==> src/rtl/dcqcn_timeout_scheduler_pkg.sv <==
// Shared parameters, FSM encoding and request payload for the DCQCN timeout scheduler.
package dcqcn_timeout_scheduler_pkg;

    localparam int unsigned FLOW_NUM     = 16;
    localparam int unsigned FLOW_ID_W    = 4;
    localparam int unsigned TIME_W       = 64;
    localparam int unsigned DCQCN_GUARD  = 500;
    localparam int unsigned MAX_INFLIGHT = 4;
    localparam int unsigned CNT_W        = $clog2(MAX_INFLIGHT) + 1;
    localparam int unsigned SUM_W        = TIME_W + 1;

    typedef enum logic {
        ST_SCAN  = 1'b0,
        ST_ISSUE = 1'b1
    } sched_state_t;

    // Timeout request payload held stable while waiting for the pipeline.
    typedef struct packed {
        logic [FLOW_ID_W-1:0] fid;
        logic [TIME_W-1:0]    now;
    } to_req_t;

endpackage

==> src/rtl/dcqcn_flow_timer_table.sv <==
// Per-flow deadline/active/pending table with writeback port and indexed
// eligibility read for the scanner.
//   clk, rst          : clock, synchronous active-high reset
//   i_now             : current time
//   i_upd_*           : context writeback (deadline, active, done)
//   i_rd_fid          : flow currently under the scan pointer
//   i_set_pending     : mark i_rd_fid as having an outstanding request
//   o_eligible_c      : i_rd_fid is active, not pending and within guard of now
//   o_done_hit_c      : this cycle's writeback retires an outstanding request
module dcqcn_flow_timer_table
    import dcqcn_timeout_scheduler_pkg::*;
(
    input  logic                 clk,
    input  logic                 rst,
    input  logic [TIME_W-1:0]    i_now,
    input  logic                 i_upd_valid,
    input  logic [FLOW_ID_W-1:0] i_upd_fid,
    input  logic [TIME_W-1:0]    i_upd_deadline,
    input  logic                 i_upd_active,
    input  logic                 i_upd_done,
    input  logic [FLOW_ID_W-1:0] i_rd_fid,
    input  logic                 i_set_pending,
    output logic                 o_eligible_c,
    output logic                 o_done_hit_c
);

    logic [TIME_W-1:0]   r_deadline [FLOW_NUM];
    logic [FLOW_NUM-1:0] r_active;
    logic [FLOW_NUM-1:0] r_pending;

    logic [TIME_W-1:0]   w_rd_deadline;
    logic [SUM_W-1:0]    w_now_guard;

    // Guarded compare in one extra bit so now+GUARD cannot wrap.
    always_comb begin
        w_rd_deadline = r_deadline[i_rd_fid];
        w_now_guard   = {1'b0, i_now} + SUM_W'(DCQCN_GUARD);
        o_eligible_c  = r_active[i_rd_fid] & ~r_pending[i_rd_fid] &
                        (w_now_guard >= {1'b0, w_rd_deadline});
        o_done_hit_c  = i_upd_valid & i_upd_done & r_pending[i_upd_fid];
    end

    // Table state; set and clear of pending can never target the same flow
    // because set requires pending=0 and clear requires pending=1.
    always_ff @(posedge clk) begin
        if (rst) begin
            for (int i = 0; i < int'(FLOW_NUM); i++) begin
                r_deadline[i] <= '0;
            end
            r_active  <= '0;
            r_pending <= '0;
        end else begin
            if (i_upd_valid) begin
                r_deadline[i_upd_fid] <= i_upd_deadline;
                r_active[i_upd_fid]   <= i_upd_active;
            end
            if (o_done_hit_c) begin
                r_pending[i_upd_fid] <= 1'b0;
            end
            if (i_set_pending) begin
                r_pending[i_rd_fid] <= 1'b1;
            end
        end
    end

endmodule

==> src/rtl/dcqcn_timeout_scheduler.sv <==
// Round-robin DCQCN timeout scheduler: scans one flow per cycle, issues a
// timeout request for flows whose deadline is within guard of now, and caps
// requests outstanding at the context pipeline.
//   clk, rst          : clock, synchronous active-high reset
//   i_now             : current time (monotonic)
//   i_upd_*           : context writeback (deadline, active, done)
//   o_to_valid/i_to_ready : request handshake
//   o_to_fid, o_to_now    : request payload
//   o_inflight_cnt        : requests issued but not yet written back
module dcqcn_timeout_scheduler
    import dcqcn_timeout_scheduler_pkg::*;
(
    input  logic                 clk,
    input  logic                 rst,
    input  logic [TIME_W-1:0]    i_now,
    input  logic                 i_upd_valid,
    input  logic [FLOW_ID_W-1:0] i_upd_fid,
    input  logic [TIME_W-1:0]    i_upd_deadline,
    input  logic                 i_upd_active,
    input  logic                 i_upd_done,
    output logic                 o_to_valid,
    input  logic                 i_to_ready,
    output logic [FLOW_ID_W-1:0] o_to_fid,
    output logic [TIME_W-1:0]    o_to_now,
    output logic [CNT_W-1:0]     o_inflight_cnt
);

    sched_state_t         r_state,     w_state_nxt;
    logic [FLOW_ID_W-1:0] r_scan_ptr,  w_scan_ptr_nxt;
    logic [CNT_W-1:0]     r_inflight,  w_inflight_nxt;
    logic                 r_to_valid,  w_to_valid_nxt;
    to_req_t              r_req,       w_req_nxt;

    logic                 w_eligible;
    logic                 w_done_hit;
    logic                 w_set_pending;
    logic                 w_handshake;

    dcqcn_flow_timer_table u_table (
        .clk            (clk),
        .rst            (rst),
        .i_now          (i_now),
        .i_upd_valid    (i_upd_valid),
        .i_upd_fid      (i_upd_fid),
        .i_upd_deadline (i_upd_deadline),
        .i_upd_active   (i_upd_active),
        .i_upd_done     (i_upd_done),
        .i_rd_fid       (r_scan_ptr),
        .i_set_pending  (w_set_pending),
        .o_eligible_c   (w_eligible),
        .o_done_hit_c   (w_done_hit)
    );

    // State and output registers.
    always_ff @(posedge clk) begin
        if (rst) begin
            r_state    <= ST_SCAN;
            r_scan_ptr <= '0;
            r_inflight <= '0;
            r_to_valid <= 1'b0;
            r_req      <= '0;
        end else begin
            r_state    <= w_state_nxt;
            r_scan_ptr <= w_scan_ptr_nxt;
            r_inflight <= w_inflight_nxt;
            r_to_valid <= w_to_valid_nxt;
            r_req      <= w_req_nxt;
        end
    end

    // Next-state: scan one flow per cycle, hold the request until accepted.
    always_comb begin
        w_state_nxt    = r_state;
        w_scan_ptr_nxt = r_scan_ptr;
        w_to_valid_nxt = r_to_valid;
        w_req_nxt      = r_req;
        w_set_pending  = 1'b0;
        w_handshake    = r_to_valid & i_to_ready;

        case (r_state)
            ST_SCAN: begin
                w_scan_ptr_nxt = r_scan_ptr + FLOW_ID_W'(1);
                if (w_eligible && (r_inflight < CNT_W'(MAX_INFLIGHT))) begin
                    w_set_pending  = 1'b1;
                    w_req_nxt.fid  = r_scan_ptr;
                    w_req_nxt.now  = i_now;
                    w_to_valid_nxt = 1'b1;
                    w_state_nxt    = ST_ISSUE;
                end
            end
            ST_ISSUE: begin
                if (i_to_ready) begin
                    w_to_valid_nxt = 1'b0;
                    w_state_nxt    = ST_SCAN;
                end
            end
            default: begin
                w_state_nxt = ST_SCAN;
            end
        endcase

        // Issue and retire in the same cycle cancel out.
        case ({w_handshake, w_done_hit})
            2'b10:   w_inflight_nxt = r_inflight + CNT_W'(1);
            2'b01:   w_inflight_nxt = r_inflight - CNT_W'(1);
            default: w_inflight_nxt = r_inflight;
        endcase
    end

    assign o_to_valid     = r_to_valid;
    assign o_to_fid       = r_req.fid;
    assign o_to_now       = r_req.now;
    assign o_inflight_cnt = r_inflight;

endmodule

==> config.mk <==
export PLATFORM = sky130hd
export DESIGN_NAME = dcqcn_timeout_scheduler
export DESIGN_NICKNAME = d
export VERILOG_FILES = /design/src/rtl/dcqcn_timeout_scheduler_pkg.sv /design/src/rtl/dcqcn_flow_timer_table.sv /design/src/rtl/dcqcn_timeout_scheduler.sv
export SDC_FILE = /design/constraint.sdc
export NUM_CORES = 2
export LEC_CHECK = 0
export CAP_MARGIN = 0
export CORE_MARGIN = 5
export CORE_UTILIZATION = 44
export CTS_CLUSTER_SIZE = 25
export DETAILED_ROUTE_END_ITERATION = 8
export GPL_TIMING_DRIVEN = 0
export MAX_ROUTING_LAYER = met4
export PLACE_DENSITY_LB_ADDON = 0.3
export SYNTH_ARGS = -nofsm -noshare
export SYNTH_HDL_FRONTEND = slang
export SYNTH_HIERARCHICAL = 1
export SYNTH_SLANG_ARGS = --single-unit
==> constraint.sdc <==
create_clock -name clk -period 6.6 [get_ports clk]
set_clock_uncertainty 0.2 [all_clocks]
set_input_delay 1.32 -clock clk [delete_from_list [all_inputs] [get_ports clk]]
set_output_delay 1.32 -clock clk [all_outputs]
set_load 0.02 [all_outputs]
Yosys cells after proc, flatten, opt, wreduce, memory -nomap -nowiden
Memories as Yosys holds them, arrays and structs flattened. A register that Yosys moved wholly into a read port is not among the register bits.
Index checks and enable logic that the tools add are counted.
W data, S select, Z words.
- $add $sub $neg: 4
- order comparisons: 6
- equality and inequality tests: 4
- mux-type cells: 32
- bitwise gates (word level): 10
- reduce and logical (&&, ||, !) cells: 7
- operators by type and width (kind ; number):
    $add A64 B9 Y65 const B ; 1
    $ge A65 B64 Y1 ; 1
    $mux W64 ; 1
    $reduce_or A64 Y1 ; 1
    $mux W16 ; 3
    $and A16 B16 Y16 ; 1
    $bwmux W16 ; 1
    $mux W1 ; 16
    $not A16 Y16 ; 1
    $or A16 B16 Y16 ; 1
    $bmux W1 S4 ; 3
    $mux W4 ; 3
    $lt A4 B5 Y1 const B ; 2
    $demux W1 S4 ; 2
    $ge A4 B1 Y1 const B ; 2
    $pmux W3 S2 ; 1
    $and A1 B1 Y1 ; 5
    $add A4 B1 Y4 const B ; 1
    $ne A2 B2 Y1 const B ; 2
    $pmux W1 S2 ; 2
    $reduce_and A2 Y1 ; 2
    $add A3 B1 Y3 const B ; 1
    $logic_and A1 B1 Y1 ; 3
    $lt A3 B3 Y1 const B ; 1
    other kinds (5) ; 6
- bits in registers: 109
- bits in writable memories: 1024
- input port bits: 138
- output and inout bits: 72
- word-level logic and storage cells: 72
- memories: 1
- memory list (name ; words ; width ; rd ports ; clocked after memory_dff ; wr ports ; line ; source):
    u_table.r_deadline ; 16 ; 64 ; 1 ; 1 ; 16 ; dcqcn_flow_timer_table.sv:27 ; logic [TIME_W-1:0] r_deadline [FLOW_NUM];

Depth between registers and ports, before layout
- depth after elaboration: 10
- depth in mapped cells: 23

Hierarchy
The synthesis kept the hierarchy.
- by module, submodules not included (module ; times used ; cells an instance ; area an instance (um2) ; sequential area each (um2)):
    dcqcn_flow_timer_table ; 1 ; 3281 ; 49926.6 ; 31390.1
    dcqcn_timeout_scheduler ; 1 ; 338 ; 2842.7 ; 1541.5

Worst setup path after synthesis
No wires, ideal clock.
- path type: input -> register
- start: input i_now[2]
- end: register u_table.r_pending[12]
- arrival time: 5.736 ns
- required time: 6.335 ns
- setup slack: 0.599 ns
- stages on the path: 21
- buffers on the path: 3
- path through: ha_1 or4_1 or3_1 clkbuf_1 and3_1 and4_1 xor2_1 ha_1 nand4_1 nor4_1 nand4_1 o21ai_0 o31ai_1 a21oi_1 or3b_1 buf_6 clkinv_4 buf_6 nor3b_1 a32oi_1 nor2_1
- word-level cells in the longest chain between the ends: 7
- RTL lines (element ; line ; source):
    from (decl) ; dcqcn_timeout_scheduler.sv:15 ; input logic [TIME_W-1:0] i_now,
    $add A64 B9 Y65 ; dcqcn_flow_timer_table.sv:37 ; w_now_guard = {1'b0, i_now} + SUM_W'(DCQCN_GUARD);
    $ge A65 B64 Y1 ; dcqcn_flow_timer_table.sv:39 ; (w_now_guard >= {1'b0, w_rd_deadline});
    $and A1 B1 Y1 ; dcqcn_flow_timer_table.sv:38 ; o_eligible_c = r_active[i_rd_fid] & ~r_pending[i_rd_fid] &
    named net w_eligible ; dcqcn_timeout_scheduler.sv:34 ; logic w_eligible;
    $logic_and A1 B1 Y1 ; dcqcn_timeout_scheduler.sv:83 ; if (w_eligible && (r_inflight < CNT_W'(MAX_INFLIGHT))) begin
    $mux W1 ; dcqcn_timeout_scheduler.sv:83 ;
    $mux W1 ; dcqcn_timeout_scheduler.sv:80 ; case (r_state)
    named net w_set_pending ; dcqcn_timeout_scheduler.sv:36 ; logic w_set_pending;
    $mux W16 ; dcqcn_flow_timer_table.sv:60 ; if (i_set_pending) begin
    to (signal assigned) ; dcqcn_flow_timer_table.sv:51 ; r_pending <= '0;
    to (signal, indexed assignment) ; dcqcn_flow_timer_table.sv:58 ; r_pending[i_upd_fid] <= 1'b0;
    to (signal, indexed assignment) ; dcqcn_flow_timer_table.sv:61 ; r_pending[i_rd_fid] <= 1'b1;
    to (decl) ; dcqcn_flow_timer_table.sv:29 ; logic [FLOW_NUM-1:0] r_pending;
The timed path passes the listed nets, and every way through them passes these cells.
A chain may end at the register's enable or synchronous reset.

Worst setup path in the final report
- start: input i_now[5]
- end: register u_table.r_pending[1]
Same word-level chain as after synthesis.

==> impl_metrics.json <==
{
  "maxSlewViolCount": 0,
  "syn_area_sq_mm": 0.0528,
  "cts.clk_slew.worst_paths_ps": 60,
  "drive_above_1_share_pct": 15.9,
  "fillers": 10000,
  "grt_pass1_wl_microns": 233000,
  "yosysTopAreaCell": "edfxtp_1",
  "antenna_found_initial": 15,
  "viasPerCell": 5.70,
  "layoutNonFillerInstCount": 5687,
  "crit_type": "primary input to flop",
  "routed_wl_microns": 164000,
  "power.total_mw": 17.4,
  "place_hpwl_microns": 110000,
  "cts_hold_buf": 0,
  "synth_area_leaders": "edfxtp_1 (58%), mux4_2 (14%), and2_1 (12%)",
  "hold_slack_ps": 254,
  "drt-initial-drc-count": 4002,
  "pwr-share-seq_pct": 47.8,
  "cp_slowest_stage_delay_ps": 650,
  "cts_buffers": 114,
  "initial_core_util_pct": 44.2,
  "power_frac_clock_pct": 38.1,
  "grt_util_all_layers_pct": 26.3,
  "core_area_sq_mm": 0.119,
  "post-synth-top-area-fraction_pct": 58.3,
  "cts_root_buffer": "clkbuf_16",
  "clk-insertion-delay-late_ps": 730,
  "cts_num_sinks": 1133,
  "setup.worst_path.start_class": "primary input",
  "dp_slack_ps": -1800,
  "yosysUniqueCellTypes": 51,
  "regArea_sq_mm": 0.0329,
  "finalSetupViolations": 0,
  "io_pins": 210,
  "die-width_microns": 356,
  "clock.fmax_mhz": 153,
  "tritoncts": "yes",
  "postRouteAntennaNets": 0,
  "grt_pass1_vias": 32900,
  "status": "completed",
  "fin_ws_ps": 65.7,
  "cp_max_fo": 13,
  "maxSlewHeadroom_pct": 20.2,
  "cts_max_level": 3,
  "synth_cells": 3619,
  "firstDrtPassIters": 9,
  "grt_overflow": 0,
  "power.internal_mw": 13.1,
  "routedWlPerCell_microns": 28.8,
  "syn_nets": 3825,
  "min_period_ps": 6530,
  "die_h_microns": 356,
  "p_leak_nw": 21.1,
  "setup_tns_ps": 0,
  "finalInstanceArea_sq_mm": 0.0616,
  "synth.most_common_cell": "and2_1",
  "finalHoldViolations": 0,
  "p_per_area_mw_per_mm2": 283,
  "grt_max_degree": 52,
  "critical-path-slowest-cell": "clkdlybuf4s50_1",
  "finalCritPeriodShare_pct": 99.0,
  "synth-seq-area-share_pct": 62.4,
  "synth-seq-cells": 1133,
  "clockBufferDepth": 3,
  "final_util_pct": 51.6,
  "power_switching_mw": 4.35,
  "ys.warnings.count": 6,
  "critical_path_arrival_ps": 6990,
  "power_switching_share_pct": 24.9,
  "netlist_top_cells_count": "and2_1 (1026), edfxtp_1 (1024), mux4_2 (326)",
  "area_growth_pct": 16.8,
  "portBuffers": 207,
  "synth-edff-count": 1024,
  "std_cell_rows": 127,
  "cap_violations": 0,
  "final_nets": 4169,
  "drc": 0,
  "multi_input_area_sq_mm": 0.0185,
  "dieArea_sq_mm": 0.127,
  "hold_class": "flop to flop",
  "combPwrFrac_pct": 14.1,
  "gp_congestion": 0.876,
  "post_synth.cell_area_avg_sq_um": 14.6,
  "placed_cell_area_sq_mm": 0.0574,
  "path_cells": "clkdlybuf4s50_1 -> or4_1 -> or3_4 -> and3_4 -> and4_1 -> xor2_1 -> ha_1 -> nand4_1 -> nor4_4 -> nand3_1 -> a21oi_1 -> nor4_1 -> a21oi_2 -> or3b_1 -> buf_6 -> clkinv_4 -> buf_6 -> nand3b_1 -> nor3_1 -> a21oi_1 -> nor2_1",
  "synthArstFlopShare_pct": 0,
  "worst_pin_slew_ps": 1200,
  "ir_worst_vdd_mv": 0.215,
  "crit_path_end_kind": "flop",
  "cp.required_ps": 7050,
  "synth-main-ff-cell": "edfxtp_1",
  "dp_cells": 5454,
  "vias": 32400
}
[sequential cells by signal, summed over array words and instances, names as in the netlist]
register	cells
o_inflight_cnt	3
o_to_fid	4
o_to_now	64
o_to_valid	1
r_scan_ptr	4
r_state	1
u_table/r_active	16
u_table/r_deadline	1024
u_table/r_pending	16
[area by class of cell]
type | instances | area share (%)
repair buffers | 229 | 4.14
plain buffers | 297 | 2.23
clock buffers | 171 | 5.49
inverters | 97 | 0.599
multi-input cells | 2091 | 30.0
well taps | 1612 | 3.27
diodes | 12 | 0.0487
clock inverters | 45 | 0.782
flip-flops and latches | 1133 | 53.4
[repair_timing]
item / CTS / global route
endpoints found under the hold margin: 0 / 0
setup endpoints to repair: 86 / 58
pin swaps: 2 / 4
buffers inserted: 4 / 2
gates cloned: 0 / 0
gates resized for setup: 87 / 41
[cell families (layout without fill, tap and decap cells)]
kind of cell	after synthesis	in the layout	synth area share, %
multiplexers	327	327	13.9
other	0	12	0
buffers and inverters	395	839	3.04
AO/OA/AOI/OAI	188	188	2.16
XOR/XNOR	63	63	1.05
AND/OR/NAND/NOR	1445	1445	15.8
adder cells (fa/ha/maj)	68	68	1.63
flip-flops	1133	1133	62.4
[worst max-delay path: cells and delay by family]
family                   cells  cell delay (ps)
buffers and inverters        4             1130
AO/OA/AOI/OAI                3              570
adder cells (fa/ha/maj)      1              340
XOR/XNOR                     1              170
AND/OR/NAND/NOR             12             3430
[cell usage in the layout (no fill, tap or decap), types with 7 or more instances in the layout]
cell type	n
buf_1	11
buf_4	10
a21o_4	16
clkinv_1	14
a21oi_1	97
clkbuf_16	121
buf_2	10
nand4_1	30
nand2_2	13
xor2_1	18
ha_1	66
nand3_1	31
clkbuf_8	17
nand2_1	199
clkdlybuf4s50_1	197
clkinv_2	14
edfxtp_1	1024
a22oi_1	7
and2_1	1026
inv_1	96
nor2_1	63
nor3_1	23
nand2b_1	8
clkbuf_2	26
xnor2_1	45
mux4_2	326
a21oi_2	11
dfxtp_1	109
clkdlybuf4s15_2	8
o21ai_0	25
bufinv_16	7
diode_2	12
buf_16	15
nor4_1	9
buf_6	12
clkbuf_1	250
[metal layers]
| layer | part of all wire (%) | routed length (microns) | global-route usage (%) |
|---|---|---|---|
| met5 | 0 | 0 | - |
| met4 | 3.8 | 6260 | 9.63 |
| met3 | 11 | 17600 | 6.33 |
| met2 | 48 | 78600 | 42.3 |
| met1 | 37 | 61200 | 32.8 |
[power groups by stage]
stage / sequential, mW / combinational (mW) / clock (mW)
floorplan: 8.47 / 1.41 / 0
CTS: 8.33 / 2.44 / 6.73
detailed placement: 8.48 / 2.41 / 0
finish: 8.33 / 2.45 / 6.64
global placement: 8.50 / 2.33 / 0
global route: 8.37 / 2.58 / 7.03
[final timing paths]
check | start | endpoint | slack, ps | depth (start not counted)
worst max-delay path | i_now[5] | u_table/r_pending[1]$_SDFF_PP0_ | 70 | 21
worst min-delay path | o_to_now[44]$_SDFFE_PP0P_ | o_to_now[44]$_SDFFE_PP0P_ | 250 | 2
worst max register to register | r_scan_ptr[2]$_SDFFE_PP0N_ | u_table/r_pending[1]$_SDFF_PP0_ | 220 | 20
worst min register to register | o_to_now[44]$_SDFFE_PP0P_ | o_to_now[44]$_SDFFE_PP0P_ | 250 | 2
(Power assumes the default switching activity.)
